$ cat src/rtl/hsid_pkg.sv
// Shared HSID definitions: default widths, band-streamer state encoding and
// the words-per-vector helper.
package hsid_pkg;

    localparam int HSID_WORD_WIDTH          = 32;
    localparam int HSID_DATA_WIDTH          = 16;
    localparam int HSID_FIFO_ADDR_WIDTH     = 2;
    localparam int HSID_HSP_BANDS_WIDTH     = 8;
    localparam int HSID_HSP_LIBRARY_WIDTH   = 8;
    localparam int HSID_STREAMER_ADDR_WIDTH = 32;

    typedef enum logic [2:0] {
        ST_IDLE     = 3'd0,
        ST_CAPTURED = 3'd1,
        ST_LIBRARY  = 3'd2,
        ST_DRAIN    = 3'd3,
        ST_DONE     = 3'd4
    } hsid_streamer_state_t;

    // Number of memory words needed to hold one vector of 'bands' bands.
    function automatic int unsigned hsid_words_per_vector(input int unsigned bands,
                                                          input int unsigned bands_per_word);
        return (bands + bands_per_word - 32'd1) / bands_per_word;
    endfunction

endpackage

$ cat src/rtl/hsid_streamer_buf.sv
// Prefetch FIFO for the band streamer: holds {last, captured, word} entries,
// exposes the head combinationally and supports a synchronous flush.
module hsid_streamer_buf #(
    parameter int WIDTH      = 34,
    parameter int ADDR_WIDTH = 2
) (
    input  logic                  clk,
    input  logic                  rst,
    input  logic                  flush,
    input  logic                  push,
    input  logic [WIDTH-1:0]      push_data,
    input  logic                  pop,
    output logic [WIDTH-1:0]      head,
    output logic [ADDR_WIDTH:0]   count
);

    localparam int DEPTH = 2 ** ADDR_WIDTH;

    logic [WIDTH-1:0]      mem [DEPTH];
    logic [ADDR_WIDTH-1:0] wr_ptr;
    logic [ADDR_WIDTH-1:0] rd_ptr;
    logic                  do_push;
    logic                  do_pop;

    // A push into a full buffer is allowed only when the head leaves in the same cycle.
    assign do_pop  = pop && (count != '0);
    assign do_push = push && ((count != (ADDR_WIDTH + 1)'(DEPTH)) || do_pop);
    assign head    = mem[rd_ptr];

    // Storage array; no reset needed because empty slots are never observed.
    always_ff @(posedge clk) begin
        if (do_push) begin
            mem[wr_ptr] <= push_data;
        end
    end

    // Pointers and occupancy.
    always_ff @(posedge clk) begin
        if (rst || flush) begin
            wr_ptr <= '0;
            rd_ptr <= '0;
            count  <= '0;
        end else begin
            if (do_push) begin
                wr_ptr <= wr_ptr + ADDR_WIDTH'(1);
            end
            if (do_pop) begin
                rd_ptr <= rd_ptr + ADDR_WIDTH'(1);
            end
            count <= count + (ADDR_WIDTH + 1)'(do_push) - (ADDR_WIDTH + 1)'(do_pop);
        end
    end

endmodule

$ cat src/rtl/hsid_band_streamer.sv
// Fetches the captured vector and then the reference library from word memory
// and streams them as packed band words tagged with last/captured.
module hsid_band_streamer
    import hsid_pkg::*;
#(
    parameter int WORD_WIDTH        = HSID_WORD_WIDTH,
    parameter int DATA_WIDTH        = HSID_DATA_WIDTH,
    parameter int ADDR_WIDTH        = HSID_STREAMER_ADDR_WIDTH,
    parameter int BUFFER_WIDTH      = HSID_FIFO_ADDR_WIDTH,
    parameter int HSP_BANDS_WIDTH   = HSID_HSP_BANDS_WIDTH,
    parameter int HSP_LIBRARY_WIDTH = HSID_HSP_LIBRARY_WIDTH
) (
    input  logic                         clk,
    input  logic                         rst,
    input  logic                         clear,
    input  logic [ADDR_WIDTH-1:0]        captured_addr_in,
    input  logic [ADDR_WIDTH-1:0]        library_addr_in,
    input  logic [HSP_BANDS_WIDTH-1:0]   hsp_bands_in,
    input  logic [HSP_LIBRARY_WIDTH-1:0] hsp_library_size_in,
    output logic                         mem_req,
    output logic [ADDR_WIDTH-1:0]        mem_addr,
    input  logic                         mem_gnt,
    input  logic                         mem_rvalid,
    input  logic [WORD_WIDTH-1:0]        mem_rdata,
    output logic                         band_data_out_valid,
    input  logic                         band_data_out_ready,
    output logic [WORD_WIDTH-1:0]        band_data_out,
    output logic                         band_data_out_last,
    output logic                         band_data_out_captured,
    input  logic                         start,
    output logic                         done,
    output logic                         idle,
    output logic                         ready
);

    localparam int DEPTH          = 2 ** BUFFER_WIDTH;
    localparam int CNT_W          = BUFFER_WIDTH + 1;
    localparam int REQ_W          = HSP_BANDS_WIDTH + HSP_LIBRARY_WIDTH;
    localparam int BANDS_PER_WORD = WORD_WIDTH / DATA_WIDTH;
    localparam logic [ADDR_WIDTH-1:0] ADDR_STEP = ADDR_WIDTH'(WORD_WIDTH / 8);

    hsid_streamer_state_t state, state_next;

    logic [ADDR_WIDTH-1:0]        lib_addr;
    logic [HSP_LIBRARY_WIDTH-1:0] lib_size;
    logic [HSP_BANDS_WIDTH-1:0]   wpv, wpv_in, widx;
    logic [REQ_W-1:0]             req_left, lib_words;
    logic [CNT_W-1:0]             outstanding, count;
    logic                         cap_flag;
    logic                         start_ok, gnt_fire, rvalid_take, req_active;
    logic                         push, pop, tag_last;
    logic [WORD_WIDTH+1:0]        head;

    assign wpv_in    = HSP_BANDS_WIDTH'(hsid_words_per_vector(32'(hsp_bands_in), 32'(BANDS_PER_WORD)));
    assign lib_words = REQ_W'(lib_size) * REQ_W'(wpv);
    assign start_ok  = start && (state == ST_IDLE) && (outstanding == '0);

    // Requests are throttled so reserved slots (in flight + buffered) never exceed the buffer.
    assign req_active = ((state == ST_CAPTURED) || (state == ST_LIBRARY)) && (req_left != '0);
    assign mem_req    = req_active && (({1'b0, outstanding} + {1'b0, count}) < (CNT_W + 1)'(DEPTH));
    assign gnt_fire   = mem_req && mem_gnt;

    // Responses that arrive after a clear belong to the aborted job and are dropped.
    assign rvalid_take = mem_rvalid && (outstanding != '0);
    assign push        = rvalid_take && (state != ST_IDLE);
    assign pop         = band_data_out_valid && band_data_out_ready;
    assign tag_last    = (widx == (wpv - HSP_BANDS_WIDTH'(1)));

    hsid_streamer_buf #(
        .WIDTH      (WORD_WIDTH + 2),
        .ADDR_WIDTH (BUFFER_WIDTH)
    ) u_buf (
        .clk       (clk),
        .rst       (rst),
        .flush     (clear),
        .push      (push),
        .push_data ({tag_last, cap_flag, mem_rdata}),
        .pop       (pop),
        .head      (head),
        .count     (count)
    );

    assign band_data_out_valid    = (count != '0);
    assign band_data_out          = band_data_out_valid ? head[WORD_WIDTH-1:0] : '0;
    assign band_data_out_last     = band_data_out_valid && head[WORD_WIDTH+1];
    assign band_data_out_captured = band_data_out_valid && head[WORD_WIDTH];
    assign idle                   = (state == ST_IDLE);
    assign ready                  = (state == ST_IDLE) && (outstanding == '0);

    // State register.
    always_ff @(posedge clk) begin
        if (rst) begin
            state <= ST_IDLE;
        end else begin
            state <= state_next;
        end
    end

    // Next-state logic; clear overrides every transition.
    always_comb begin
        state_next = state;
        case (state)
            ST_IDLE: begin
                if (start_ok) begin
                    state_next = (hsp_bands_in == '0) ? ST_DONE : ST_CAPTURED;
                end else begin
                    state_next = ST_IDLE;
                end
            end
            ST_CAPTURED: begin
                if (gnt_fire && (req_left == REQ_W'(1))) begin
                    state_next = (lib_size == '0) ? ST_DRAIN : ST_LIBRARY;
                end else begin
                    state_next = ST_CAPTURED;
                end
            end
            ST_LIBRARY: begin
                if (gnt_fire && (req_left == REQ_W'(1))) begin
                    state_next = ST_DRAIN;
                end else begin
                    state_next = ST_LIBRARY;
                end
            end
            ST_DRAIN: begin
                if ((outstanding == '0) && (count == '0)) begin
                    state_next = ST_DONE;
                end else begin
                    state_next = ST_DRAIN;
                end
            end
            ST_DONE:  state_next = ST_IDLE;
            default:  state_next = ST_IDLE;
        endcase
        if (clear) begin
            state_next = ST_IDLE;
        end else begin
            state_next = state_next;
        end
    end

    // Job parameters, request address/count, in-flight tracking and word tagging.
    always_ff @(posedge clk) begin
        if (rst) begin
            mem_addr    <= '0;
            lib_addr    <= '0;
            lib_size    <= '0;
            wpv         <= '0;
            req_left    <= '0;
            widx        <= '0;
            cap_flag    <= 1'b0;
            outstanding <= '0;
            done        <= 1'b0;
        end else begin
            done <= (state == ST_DONE) && !clear;

            case ({gnt_fire, rvalid_take})
                2'b10:   outstanding <= outstanding + CNT_W'(1);
                2'b01:   outstanding <= outstanding - CNT_W'(1);
                default: outstanding <= outstanding;
            endcase

            if (start_ok && !clear) begin
                mem_addr <= captured_addr_in;
                lib_addr <= library_addr_in;
                lib_size <= hsp_library_size_in;
                wpv      <= wpv_in;
                req_left <= REQ_W'(wpv_in);
                widx     <= '0;
                cap_flag <= 1'b1;
            end else if (gnt_fire) begin
                // The last captured grant hands over directly to the library base.
                if ((state == ST_CAPTURED) && (req_left == REQ_W'(1))) begin
                    mem_addr <= lib_addr;
                    req_left <= lib_words;
                end else begin
                    mem_addr <= mem_addr + ADDR_STEP;
                    req_left <= req_left - REQ_W'(1);
                end
            end else begin
                mem_addr <= mem_addr;
            end

            if (push) begin
                if (tag_last) begin
                    widx     <= '0;
                    cap_flag <= 1'b0;
                end else begin
                    widx <= widx + HSP_BANDS_WIDTH'(1);
                end
            end
        end
    end

endmodule
$ cat config.mk
export PLATFORM = sky130hd
export DESIGN_NAME = hsid_band_streamer
export DESIGN_NICKNAME = d
export VERILOG_FILES = /design/src/rtl/hsid_pkg.sv /design/src/rtl/hsid_streamer_buf.sv /design/src/rtl/hsid_band_streamer.sv
export SDC_FILE = /design/constraint.sdc
export NUM_CORES = 1
export LEC_CHECK = 0
export CAP_MARGIN = 15
export CORE_MARGIN = 3
export CORE_UTILIZATION = 56
export CTS_CLUSTER_DIAMETER = 120
export DETAILED_ROUTE_END_ITERATION = 8
export PLACE_DENSITY = 0.84
export SKIP_LAST_GASP = 1
export SYNTH_ARGS = -nofsm -noshare
export SYNTH_HDL_FRONTEND = slang
export SYNTH_HIERARCHICAL = 1
export SYNTH_SLANG_ARGS = --single-unit
$ cat constraint.sdc
create_clock -name clk -period 6.1 [get_ports clk]
set_input_delay 0.61 -clock clk [delete_from_list [all_inputs] [get_ports clk]]
set_output_delay 0.61 -clock clk [all_outputs]
set_load 0.01 [all_outputs]
==> impl_metrics.yaml, run 1 <==
run_status:
  status: "finished, final reports clean"
die:
  boundaryPins: 190
  die_y_um: 164
  rows: 57
  core_um2: 24500
  die_w_um: 164
  initial_core_util_pct: 57.2
  die_area_um2: 26900
power:
  fin_total_pwr_mw: 4.17
  leakagePower_nw: 6.15
  power.density_nw_per_um2: 247
  max-vdd-ir-drop_mv: 0.192
  pwr-share-comb_pct: 15.2
  clkPwrFrac_pct: 37.5
  p_switching_mw: 1.13
  internal-power_mw: 3.04
  switching_share_pct: 27.0
  p_seq_share_pct: 47.3
clock_tree:
  root_buffer: "clkbuf_16"
  ctsHoldBuffers: 0
  cts_tree: "done"
  ctsHtreeMaxLevel: 1
  clk_latency_ps: 550
  clockBufferDepth: 3
  cts_setup_buffers: 0
  path_clk_slew_ps: 60
  ctsResizeCount: 0
  cts_buffers: 26
  cts_sinks: 257
route:
  via_per_inst: 5.94
  drtPass1Iterations: 5
  drt_wl_total_mm: 35.0
  met3_length_mm: 2.93
  wl_per_cell_um: 19.0
  drc: 0
  wl_met2_mm: 17.1
  top_layer: "met5"
  vias: 10900
  drt-met1-wl_mm: 14.1
  drt_iter0_markers: 743
  antenna_left: 0
setup_path:
  r2r_end: "req_left[15]$_SDFFE_PP0P_"
  endpoint_kind: "register"
  rrSetupSlack_ps: 1340
  cp.arrival_ps: 5170
  r2r_cells: 14
  r2r_start: "wpv[5]$_SDFFE_PP0P_"
  critPathLaunchType: "register"
  critPathMaxFanout: 15
  cp_data_required_time_ps: 6500
  worstSetupPathType: "reg -> reg"
yosys:
  syn_nets: 1559
  yosysMostFrequentCell: "nand2_1"
  synthAdderAreaFrac_pct: 10.1
  synth.mux.area_fraction_pct: 5.76
  syn-cell-area_um2: 14000
  postSynth.asyncResetShare_pct: 0
  synthTopCellsByArea: "edfxtp_1, dfxtp_1, mux4_2, fa_1, ha_1"
  synth_seq_cells: 257
  syn_avg_cell_area_um2: 10.4
  synth_edf_count: 136
  synth_top_area_share_pct: 29.2
  post-synth-top-area-cell: "edfxtp_1"
  synth-compound-area-share_pct: 12.1
  synthFlopType: "edfxtp_1"
  synthXorXnorAreaFrac_pct: 2.44
  synth_cell_types: 80
  ys_top_cells_by_count: "nand2_1, edfxtp_1, dfxtp_1, a21oi_1"
  ys_warn_count: 6
  synthCells: 1350
  yosysSeqAreaShare_pct: 46.5
  synth_top_family_by_area: "simple AND/OR/NAND/NOR gates"
  synth-simple-area-share_pct: 18.4
layout:
  syn2layout_area_growth_pct: 20.7
  finalNetCount: 1708
  drive_above_1_share_pct: 7.64
  n_antenna_cell: 0
sta:
  hold_violations: 0
  setup_tns_ps: 0
  skew_ps: 19.5
  clock.fmax_ghz: 0.210
  finalSetupViolCount: 0
  min_period_ps: 4760
  fin_crit_sh_pct: 78.1
  slew-limit-headroom_pct: 26.9
  rsz0062_at_grt: "false"
  slew_violations: 0
  tightest_slew_ps: 1090
grt:
  grt_usage_pct: 26.0
  grt_max_degree: 68
  grt_pass1_vias: 10800
  grt-ovfl-total: 0
  antenna_found_initial: 1
  grt_first_pass_wirelength_mm: 56.0
hold_path:
  holdPathStages: 2
  hold_class: "reg -> reg"
  holdPathEnd: "lib_addr[31]$_SDFFE_PP0P_"
  hp-start: "lib_addr[31]$_SDFFE_PP0P_"
placed_design:
  globalplace.congestion: 0.868
  port_buffers: 189
  dp_hpwl_mm: 24.0
job:
  drv_cap: 0
layer usage:
metal	vias to the layer above	track usage, %
met5	-	0
met4	2	6.88
met3	63	5.45
met2	443	44.3
met1	5299	33.9
li1	5137	-
state kept, by name, summed over array words and instances, names as in the netlist, 3 cells and up, named ones only:
name and flops:
lib_addr 32, lib_size 8, mem_addr 32, u_buf/mem 136, state 3, widx 8, u_buf/count 3, req_left 16
outstanding 3, wpv 8
through the flow:
stage	util, %	area (um2)	hold WS, ps	cells	setup slack [ps]
after floorplan	-	14000	433	1350	1610
after global placement	65.5	16000	440	1795	1440
after detailed placement	65.5	16000	445	1795	1370
after CTS	69.0	16900	454	1843	1340
after global routing	69.0	16900	469	1843	956
final	69.0	16900	452	1843	1340
power by group through the flow:
stage / combinational [mW] / sequential [mW] / clock (mW)
after global placement: 0.611 / 2.00 / 0
after CTS: 0.631 / 1.97 / 1.58
final: 0.634 / 1.97 / 1.56
after global routing: 0.697 / 1.98 / 1.65
after floorplan: 0.390 / 1.98 / 0
after detailed placement: 0.625 / 2.00 / 0
critical path: stages, from the launching register on:
cell and delay, ps:
dfxtp_1 600, and2_1 210, fa_1 440, fa_1 520, fa_1 540, inv_1 50, fa_1 530, inv_1 40
ha_1 340, a21oi_1 260, nor3b_1 280, a211oi_1 150, o41ai_1 410, xnor2_1 160, o22ai_1 90
final cells by class:
class                           instances  area [um2]
Clock buffer                           35         759
Clock inverter                         13        95.1
Fill cell                            1809        7590
Tap cell                              324         405
Timing Repair Buffer                  201        1980
Inverter                               79         302
Multi-Input combinational cell        934        6830
Sequential cell                       257        6510
cell families after synthesis:
kind of cell | count (synthesis)
AO/OA/AOI/OAI | 259
XOR/XNOR | 39
adder cells (fa/ha/maj) | 90
buffers and inverters | 159
flip-flops | 257
multiplexers | 38
AND/OR/NAND/NOR | 508
worst max-delay path by stage:
stage,endpoint,slack [ps],cells past startpoint,startpoint
floorplan,req_left[15]$_SDFFE_PP0P_,1610,15,wpv[5]$_SDFFE_PP0P_
global placement,req_left[15]$_SDFFE_PP0P_,1440,14,wpv[5]$_SDFFE_PP0P_
detailed placement,req_left[15]$_SDFFE_PP0P_,1370,14,wpv[5]$_SDFFE_PP0P_
CTS,req_left[15]$_SDFFE_PP0P_,1340,14,wpv[5]$_SDFFE_PP0P_
global route,req_left[15]$_SDFFE_PP0P_,960,14,wpv[5]$_SDFFE_PP0P_
finish,req_left[15]$_SDFFE_PP0P_,1340,14,wpv[5]$_SDFFE_PP0P_
cells in the final DEF (no fill, tap or decap), types with 8 or more instances in the layout:
cell type and count:
a311oi_1 8, o21a_1 10, xnor2_1 21, nor4_1 10, or3_1 15, a21o_1 8, clkbuf_16 27, mux4_2 34
edfxtp_1 136, and2_1 53, a211oi_1 15, nor2_1 78, a21oi_1 85, xor2_1 18, buf_4 13, nor3_1 36
clkdlybuf4s50_1 188, nor2b_1 39, o31ai_1 11, fa_1 38, and3_1 13, nand3_1 42, a31oi_1 15, o21ai_0 45
ha_1 52, dfxtp_1 120, nand2_1 173, inv_1 78
Note: power is estimated with default switching activity, not from simulation.
==> inputs of run 2 (changes only) <==
clock period = 4.95 ns   (was 6.1 ns; I/O delays follow)
==> run 2 against run 1 <==
Die area unchanged; hold slack got worse by 42 ps; design area rose by 1.0%; worst setup slack got worse by 1100 ps; cell count is 0.54% higher; routed wire length increased by 5.0%; critical path depth unchanged; largest power group unchanged.
==> impl_metrics.yaml, run 2 (synthesized netlist as in run 1, its figures left out) <==
run_status:
  status: "finished, final reports clean"
sta:
  clock.fmax_ghz: 0.214
  slew-limit-headroom_pct: 21.8
  skew_ps: 17.5
  rsz0062_at_grt: "false"
  holdWs_ps: 410
  setup_tns_ps: 0
  tightest_slew_ps: 1170
  finalSetupViolCount: 0
  fin_crit_sh_pct: 94.5
  min_period_ps: 4680
  slew_violations: 0
  hold_violations: 0
layout:
  largest_register: "u_buf/mem"
  n_antenna_cell: 0
  syn2layout_area_growth_pct: 21.9
  finalNetCount: 1717
  fillers: 1777
  top_regs: "u_buf/mem: 136 flops, lib_addr: 32 flops, mem_addr: 32 flops"
  final_cell_mix: "clkdlybuf4s50_1, nand2_1, edfxtp_1, dfxtp_1, a21oi_1"
  layout_commonest_cell: "clkdlybuf4s50_1"
  multi_input_area_um2: 6830
  regArea_um2: 6510
  largest_reg_flops: 136
  drive_above_1_share_pct: 8.04
setup_path:
  worstSetupPathType: "reg -> reg"
  critPathLaunchType: "register"
  endpoint_kind: "register"
  max_stage_delay_ps: 540
  r2r_cells: 14
  critPathMaxFanout: 10
  cp_cell_sequence: "and2_1 -> fa_1 -> fa_1 -> fa_1 -> inv_1 -> fa_1 -> inv_1 -> ha_1 -> a21oi_1 -> nor3b_1 -> a211oi_1 -> o41ai_1 -> xnor2_1 -> o22ai_1"
  r2r_start: "lib_size[3]$_SDFFE_PP0P_"
  critical_path.top_delay_family: "adder cells"
  cpMostUsedCell: "fa_1"
  cp_data_required_time_ps: 5360
  cp.arrival_ps: 5090
  slowest_stage: "fa_1"
  worst-path-buf-inv: 2
  r2r_end: "req_left[15]$_SDFFE_PP0P_"
  rrSetupSlack_ps: 270
die:
  die_w_um: 164
  initial_core_util_pct: 57.2
  rows: 57
  core_um2: 24500
  die_y_um: 164
  die_area_um2: 26900
  boundaryPins: 190
clock_tree:
  ctsHtreeMaxLevel: 1
  cts_setup_buffers: 0
  cts_sinks: 257
  clockBufferDepth: 3
  clk_latency_ps: 550
  cts_tree: "done"
  ctsHoldBuffers: 0
  ctsResizeCount: 0
  path_clk_slew_ps: 60
  cts_buffers: 27
  root_buffer: "clkbuf_16"
route:
  antenna_left: 0
  via_per_inst: 6.04
  vias: 11200
  drt_iter0_markers: 897
  drtPass1Iterations: 7
  wl_per_cell_um: 19.8
  drc: 0
  drt_wl_total_mm: 36.7
grt:
  top_usage_layer: "met2"
  grt-ovfl-total: 0
  grt_pass1_vias: 11200
  grt_first_pass_wirelength_mm: 58.6
  grt_max_degree: 67
  grt_usage_pct: 27.3
  grt_util_met2_pct: 46.2
  use_met1_pct: 35.8
  antenna_found_initial: 2
  grt.met3_usage_pct: 4.59
power:
  leakagePower_nw: 6.25
  max-vdd-ir-drop_mv: 0.271
  power.density_nw_per_um2: 318
placed_design:
  port_buffers: 189
  globalplace.congestion: 0.876
  dp_hpwl_mm: 24.6
hold_path:
  holdPathStages: 2
  hp-start: "rst"
  holdPathEnd: "lib_addr[28]$_SDFFE_PP0P_"
  hold_class: "in -> reg"
job:
  drv_cap: 0
-- run 2: report_power, final --
| group | internal [mW] | switching, mW |
|---|---|---|
| registers | 2.32 | 0.0985 |
| logic | 0.348 | 0.456 |
| clock network | 1.35 | 0.851 |
| total | 4.02 | 1.41 |
-- run 2: area by class of cell --
type / instances / area share [%]
Timing Repair Buffer: 209 / 12.0
Multi-Input combinational cell: 934 / 40.0
Inverter: 79 / 1.77
Clock inverter: 17 / 1.45
Clock buffer: 33 / 4.21
Tap cell: 324 / 2.38
Sequential cell: 257 / 38.2
-- run 2: metrics by stage --
stage          power (mW)  setup slack [ps]  cells  utilization, %  cell area (um2)
2_1_floorplan        2.92               458   1350               -            14000
3_3_place_gp         3.23               351   1803            65.7            16100
3_5_place_dp         3.25               230   1803            65.7            16100
4_1_cts              5.44               209   1853            69.7            17000
5_1_grt              5.63              2.66   1853            69.7            17100
6_report             5.42               272   1853            69.7            17100
-- run 2: worst max-delay path by stage --
| stage | from | to | cells after the start |
|---|---|---|---|
| 2_1_floorplan | wpv[5]$_SDFFE_PP0P_ | req_left[15]$_SDFFE_PP0P_ | 15 |
| 5_1_grt | lib_size[2]$_SDFFE_PP0P_ | req_left[15]$_SDFFE_PP0P_ | 14 |
| 6_report | lib_size[3]$_SDFFE_PP0P_ | req_left[15]$_SDFFE_PP0P_ | 14 |
| 3_3_place_gp | lib_size[2]$_SDFFE_PP0P_ | req_left[15]$_SDFFE_PP0P_ | 14 |
| 3_5_place_dp | wpv[2]$_SDFFE_PP0P_ | req_left[15]$_SDFFE_PP0P_ | 14 |
| 4_1_cts | wpv[2]$_SDFFE_PP0P_ | req_left[15]$_SDFFE_PP0P_ | 14 |
-- run 2: per-layer routing --
metal,part of all wire (%),routed length [um]
met2,49,17900
met4,3.6,1310
met5,0.068,25
met1,40,14800
met3,7.3,2690
-- run 2: worst reg2reg max path: cells and delay by family, from the launching register on --
| family | cells | cell delay (ps) |
|---|---|---|
| AO/OA/AOI/OAI | 4 | 900 |
| XOR/XNOR | 1 | 160 |
| adder cells (fa/ha/maj) | 5 | 2390 |
| buffers and inverters | 2 | 90 |
| flip-flops | 1 | 510 |
| AND/OR/NAND/NOR | 2 | 500 |
==> RTL edit 1, RTL diff (settings of run 1) <==
Change the package constant `HSID_HSP_LIBRARY_WIDTH` from 8 to 12.
--- a/src/rtl/hsid_pkg.sv
+++ b/src/rtl/hsid_pkg.sv
@@ -6,7 +6,7 @@
     localparam int HSID_DATA_WIDTH          = 16;
     localparam int HSID_FIFO_ADDR_WIDTH     = 2;
     localparam int HSID_HSP_BANDS_WIDTH     = 8;
-    localparam int HSID_HSP_LIBRARY_WIDTH   = 8;
+    localparam int HSID_HSP_LIBRARY_WIDTH   = 12;
     localparam int HSID_STREAMER_ADDR_WIDTH = 32;
 
     typedef enum logic [2:0] {
Ports: changed (resized hsp_library_size_in); port bits go from 190 to 194. No check against the original RTL was run, so the function may have changed too.
==> RTL edit 1 against run 1 <==
Sequential power is 3% higher; worst setup slack worse by 0.38 ns; fmax decreased by 7.4%; routed wire length grew 11%; cell area increased by 7.6%; synthesized area up 8.7%; core utilization shrank 0.095 points; total power increased by 1.1%; count of clock-buffer cells in the layout down 4; sequential cell count up 8; critical path depth up 2; highest routed layer is now met4.
==> RTL edit 1: results (changes against run 1) <==
Status -> completed
Sequential share of the synthesized area -> 0.438 (-0.0268)
Pleak -> 6.79 nW (+10%)
Worst slack at placement -> 1.01 ns (-0.359 ns)
Worst slew margin -> 0.238 (-0.0310)
Die width -> 171 um (+4.1%)
Worst Path Arrival -> 5.54 ns (+0.37 ns)
Post-Synth Adder-Cell Area -> 0.129 (+0.0276)
Worst hold endpoint -> lib_addr[5]
IO buf count -> 193 (+2.1%)
Worst hold start -> lib_addr[5]
Top post-synthesis cells by area -> edfxtp_1 27%, dfxtp_1 17%, fa_1 8.2%
R2R depth -> 16 (+2)
Post-Synth XOR/XNOR Area -> 0.0236 (-0.000810)
Final HPWL DP -> 26400 um (+9.8%)
Crit-path max FO -> 19 (+4)
Mux share of post-synthesis cell area -> 0.0530 (-0.00463)
NonClk Buf Share -> 0.112 (-0.00524)
CTS buffer count -> 27 (+3.8%)
Syn Area/Cell -> 10.1 um^2 (-2.9%)
Largest net degree at the start of global routing -> 84 (+24%)
R2r startpoint -> wpv[4]
Compound-gate portion of the synthesized area -> 0.115 (-0.00624)
Critical Path Sink -> req_left[19]
Non-clock buffers -> 207 (+3.0%)
Worst hold slack -> 0.454 ns (+0.00168 ns)
Vias per cell -> 6.02 (+1.3%)
Sequential cell area share -> 0.367 (-0.0184)
Fin cells -> 2011 (+9.1%)
Dpl cell area -> 17300 um^2 (+8.0%)
Worst vdd ir -> 0.203 mV (+6.0%)
Period utilization -> 0.843 (+0.0623)
Final Util -> 0.689 (-0.000955)
Comb_multi_in -> 1050 (+12%)
Multi-input combinational cell area -> 7790 um^2 (+14%)
First-pass GRT wire length -> 61900 um (+10%)
Max incr delay on CP -> 0.76 ns (+0.16 ns)
Routed wire length -> 38700 um (+11%)
GR Util All Layers -> 0.262 (+0.00267)
Clock-cell share -> 0.0467 (-0.00391)
Final nets -> 1897 (+11%)
Yosys cell types -> 73 (-8.8%)
Non-CTS inverters -> 104 (+32%)
R2R setup slack -> 0.96 ns (-0.38 ns)
CTS sink count -> 265 (+3.1%)
Inserted Diodes -> 1 (+1)
Synth top cells by count -> 190 x nand2_1, 136 x edfxtp_1, 129 x dfxtp_1, 104 x inv_1, 100 x a21oi_1
Number of clock buffers in the layout -> 31 (-11%)
-- RTL edit 1: worst register-to-register path, stage by stage, from the launching register on --
cell	delay [ns]
dfxtp_1	0.76
nand2_1	0.19
fa_1	0.53
fa_1	0.50
inv_1	0.06
fa_1	0.54
inv_1	0.06
fa_1	0.52
inv_1	0.04
ha_1	0.34
o21a_1	0.13
o31a_1	0.12
nor4_1	0.33
o21ai_0	0.26
a41oi_1	0.35
a221o_1	0.21
a41oi_1	0.04
-- RTL edit 1: power breakdown --
group / total, mW / internal [mW] / leakage [nW] / switching, mW
clock: 1.60 / 0.899 / 0.401 / 0.697
combinational: 0.593 / 0.272 / 4.11 / 0.321
sequential: 2.03 / 1.93 / 2.27 / 0.0952
total: 4.21 / 3.10 / 6.79 / 1.11
-- RTL edit 1: layer usage --
layer / wire [um] / GRT usage / up-vias
li1: - / - / 5617
met1: 15500 / 0.341 / 5913
met2: 19200 / 0.454 / 495
met3: 2990 / 0.0506 / 74
met4: 998 / 0.0684 / 0
met5: 0 / 0 / -
==> RTL edit 2, RTL diff (config.mk and constraints of run 1) <==
Made on the original files. Make the reset (`rst`) asynchronous in 2 clocked blocks.
--- a/src/rtl/hsid_band_streamer.sv
+++ b/src/rtl/hsid_band_streamer.sv
@@ -88,7 +88,7 @@
     assign ready                  = (state == ST_IDLE) && (outstanding == '0);
 
     // State register.
-    always_ff @(posedge clk) begin
+    always_ff @(posedge clk or posedge rst) begin
         if (rst) begin
             state <= ST_IDLE;
         end else begin
@@ -139,7 +139,7 @@
     end
 
     // Job parameters, request address/count, in-flight tracking and word tagging.
-    always_ff @(posedge clk) begin
+    always_ff @(posedge clk or posedge rst) begin
         if (rst) begin
             mem_addr    <= '0;
             lib_addr    <= '0;
Check against the original RTL: differs if rst is asserted again (counterexample within 4 cycles, from zero or initial values and one cycle with rst high); with rst held inactive, the same outputs for 4 cycles.
==> RTL edit 2 against run 1 <==
Global-route usage is 0.51 points higher; cell area is 0.61% higher; via count is 4.6% lower; core utilization is 0.62 points higher; sequential cell count stayed put; critical path depth is 2 higher; synthesized area hardly changed; worst setup slack better by 0.12 ns; routed wire length is 0.75% higher; first-iteration DRC count is 20% higher; critical endpoint is now req_left[13].
Power is not compared: it rests on default switching activity, and its combinational part moved more than twofold at a synthesized area within 25%.
==> RTL edit 2: results (changes against run 1) <==
Status -> completed
Final nets -> 1627 (-4.7%)
Crit-path max FO -> 13 (-2)
Mapped Nets -> 1464 (-6.1%)
Comb pwr share -> 0.375
Pleak -> 6.78 nW
Final HPWL DP -> 23300 um (-3.1%)
Vias in the first global route -> 10500 (-2.8%)
Placed cells -> 1712 (-4.6%)
Worst slack at placement -> 1.53 ns (+0.162 ns)
FF+latch area -> 7070 um^2 (+8.6%)
Routed len/inst -> 20.0 um (+5.2%)
First-iteration detailed-routing DRC count -> 893 (+20%)
Cts repair resizes -> 0 (unchanged)
Routed vias -> 10400 (-4.6%)
Post-CTS setup buffers -> 0 (unchanged)
Top post-synthesis cells by area -> edfxtp_1 29%, dfrtp_1 20%, mux4_2 5.5%
EDFF count, synth -> 136 (unchanged)
Fill cell instance count of the final layout -> 1752 (-3.2%)
Vias per cell -> 5.91 (-0.43%)
Yosys cell types -> 74 (-7.5%)
Clk_skew -> 0.0170 ns (-0.00243 ns)
Htree depth -> 1 (unchanged)
Worst Path Arrival -> 5.10 ns (-0.07 ns)
CTS buffer count -> 28 (+7.7%)
First-pass GRT wire length -> 56300 um (+0.54%)
Dpl cell area -> 16100 um^2 (+0.31%)
Least-Margin Pin Slew -> 1.03 ns (-0.0660 ns)
Top Registers -> u_buf/mem: 136 flops, lib_addr: 32 flops, mem_addr: 32 flops
Synth Instances -> 1255 (-7.0%)
Largest net degree at the start of global routing -> 100 (+47%)
IO buf count -> 189 (unchanged)
Max incr delay on CP -> 0.60 ns (about the same)
Sequential share of the synthesized area -> 0.506 (+0.0405)
GR Util All Layers -> 0.265 (+0.00509)
Async set-reset flop share out of synthesis -> 0.436 (+0.436)
Switching pwr -> 2.46 mW
Layout cells sized above 1 -> 0.0792 (+0.00280)
GP Congestion -> 0.864 (-0.41%)
Worst-Skew Late Latency -> 0.55 ns (about the same)
Synth top cells by count -> 193 x nand2_1, 136 x edfxtp_1, 112 x dfrtp_1, 71 x inv_1, 60 x o21ai_0
Initial antenna violation count -> 2 (+1)
CP max stage cell -> dfrtp_1
[RTL edit 2: cell types whose count changed in the layout (fill, tap and decap cells not counted), sizes merged, moves of 20 or more]
cell / before / now
dfxtp: 121 / 9
nand2: 174 / 194
a21oi: 85 / 45
o21ai: 45 / 65
dfrtp: 0 / 112
[RTL edit 2: cell families (layout without fill, tap and decap cells)]
group | Yosys count | in the layout | synth area share
simple gates | 478 | 478 | 0.171
flops | 257 | 257 | 0.506
compound gates | 203 | 203 | 0.0930
buf+inv | 138 | 323 | 0.0400
fa+ha+maj | 90 | 90 | 0.101
xor+xnor | 52 | 52 | 0.0326
mux | 37 | 37 | 0.0570
other cells | 0 | 1 | 0
[RTL edit 2: final cells by class]
class	instances	area share
timing repair buffer	199	0.116
multi-input combinational	860	0.375
clock inverter	12	0.00575
antenna	1	0.000147
inverter	72	0.0161
clock buffer	40	0.0475
tap	324	0.0239
sequential	257	0.416
[RTL edit 2: path summary, 6_finish.rpt]
check / from / to / slack, ns / cells after the start
max: wpv[3] / req_left[13] / 1.46 / 16
min: lib_addr[1] / lib_addr[1] / 0.47 / 2
max reg2reg: wpv[3] / req_left[13] / 1.46 / 16
min reg2reg: lib_addr[1] / lib_addr[1] / 0.47 / 2
max in group asynchronous: rst / mem_addr[18] / 4.13 / 3
min in group asynchronous: rst / outstanding[2] / 0.76 / 2
[RTL edit 2: routing by layer]
| metal | track usage | vias up | part of all wire |
|---|---|---|---|
| met5 | 0 | - | 0.00077 |
| met4 | 0.0942 | 4 | 0.039 |
| met3 | 0.0527 | 103 | 0.070 |
| met2 | 0.439 | 431 | 0.49 |
| met1 | 0.350 | 5137 | 0.40 |
| li1 | - | 4761 | - |
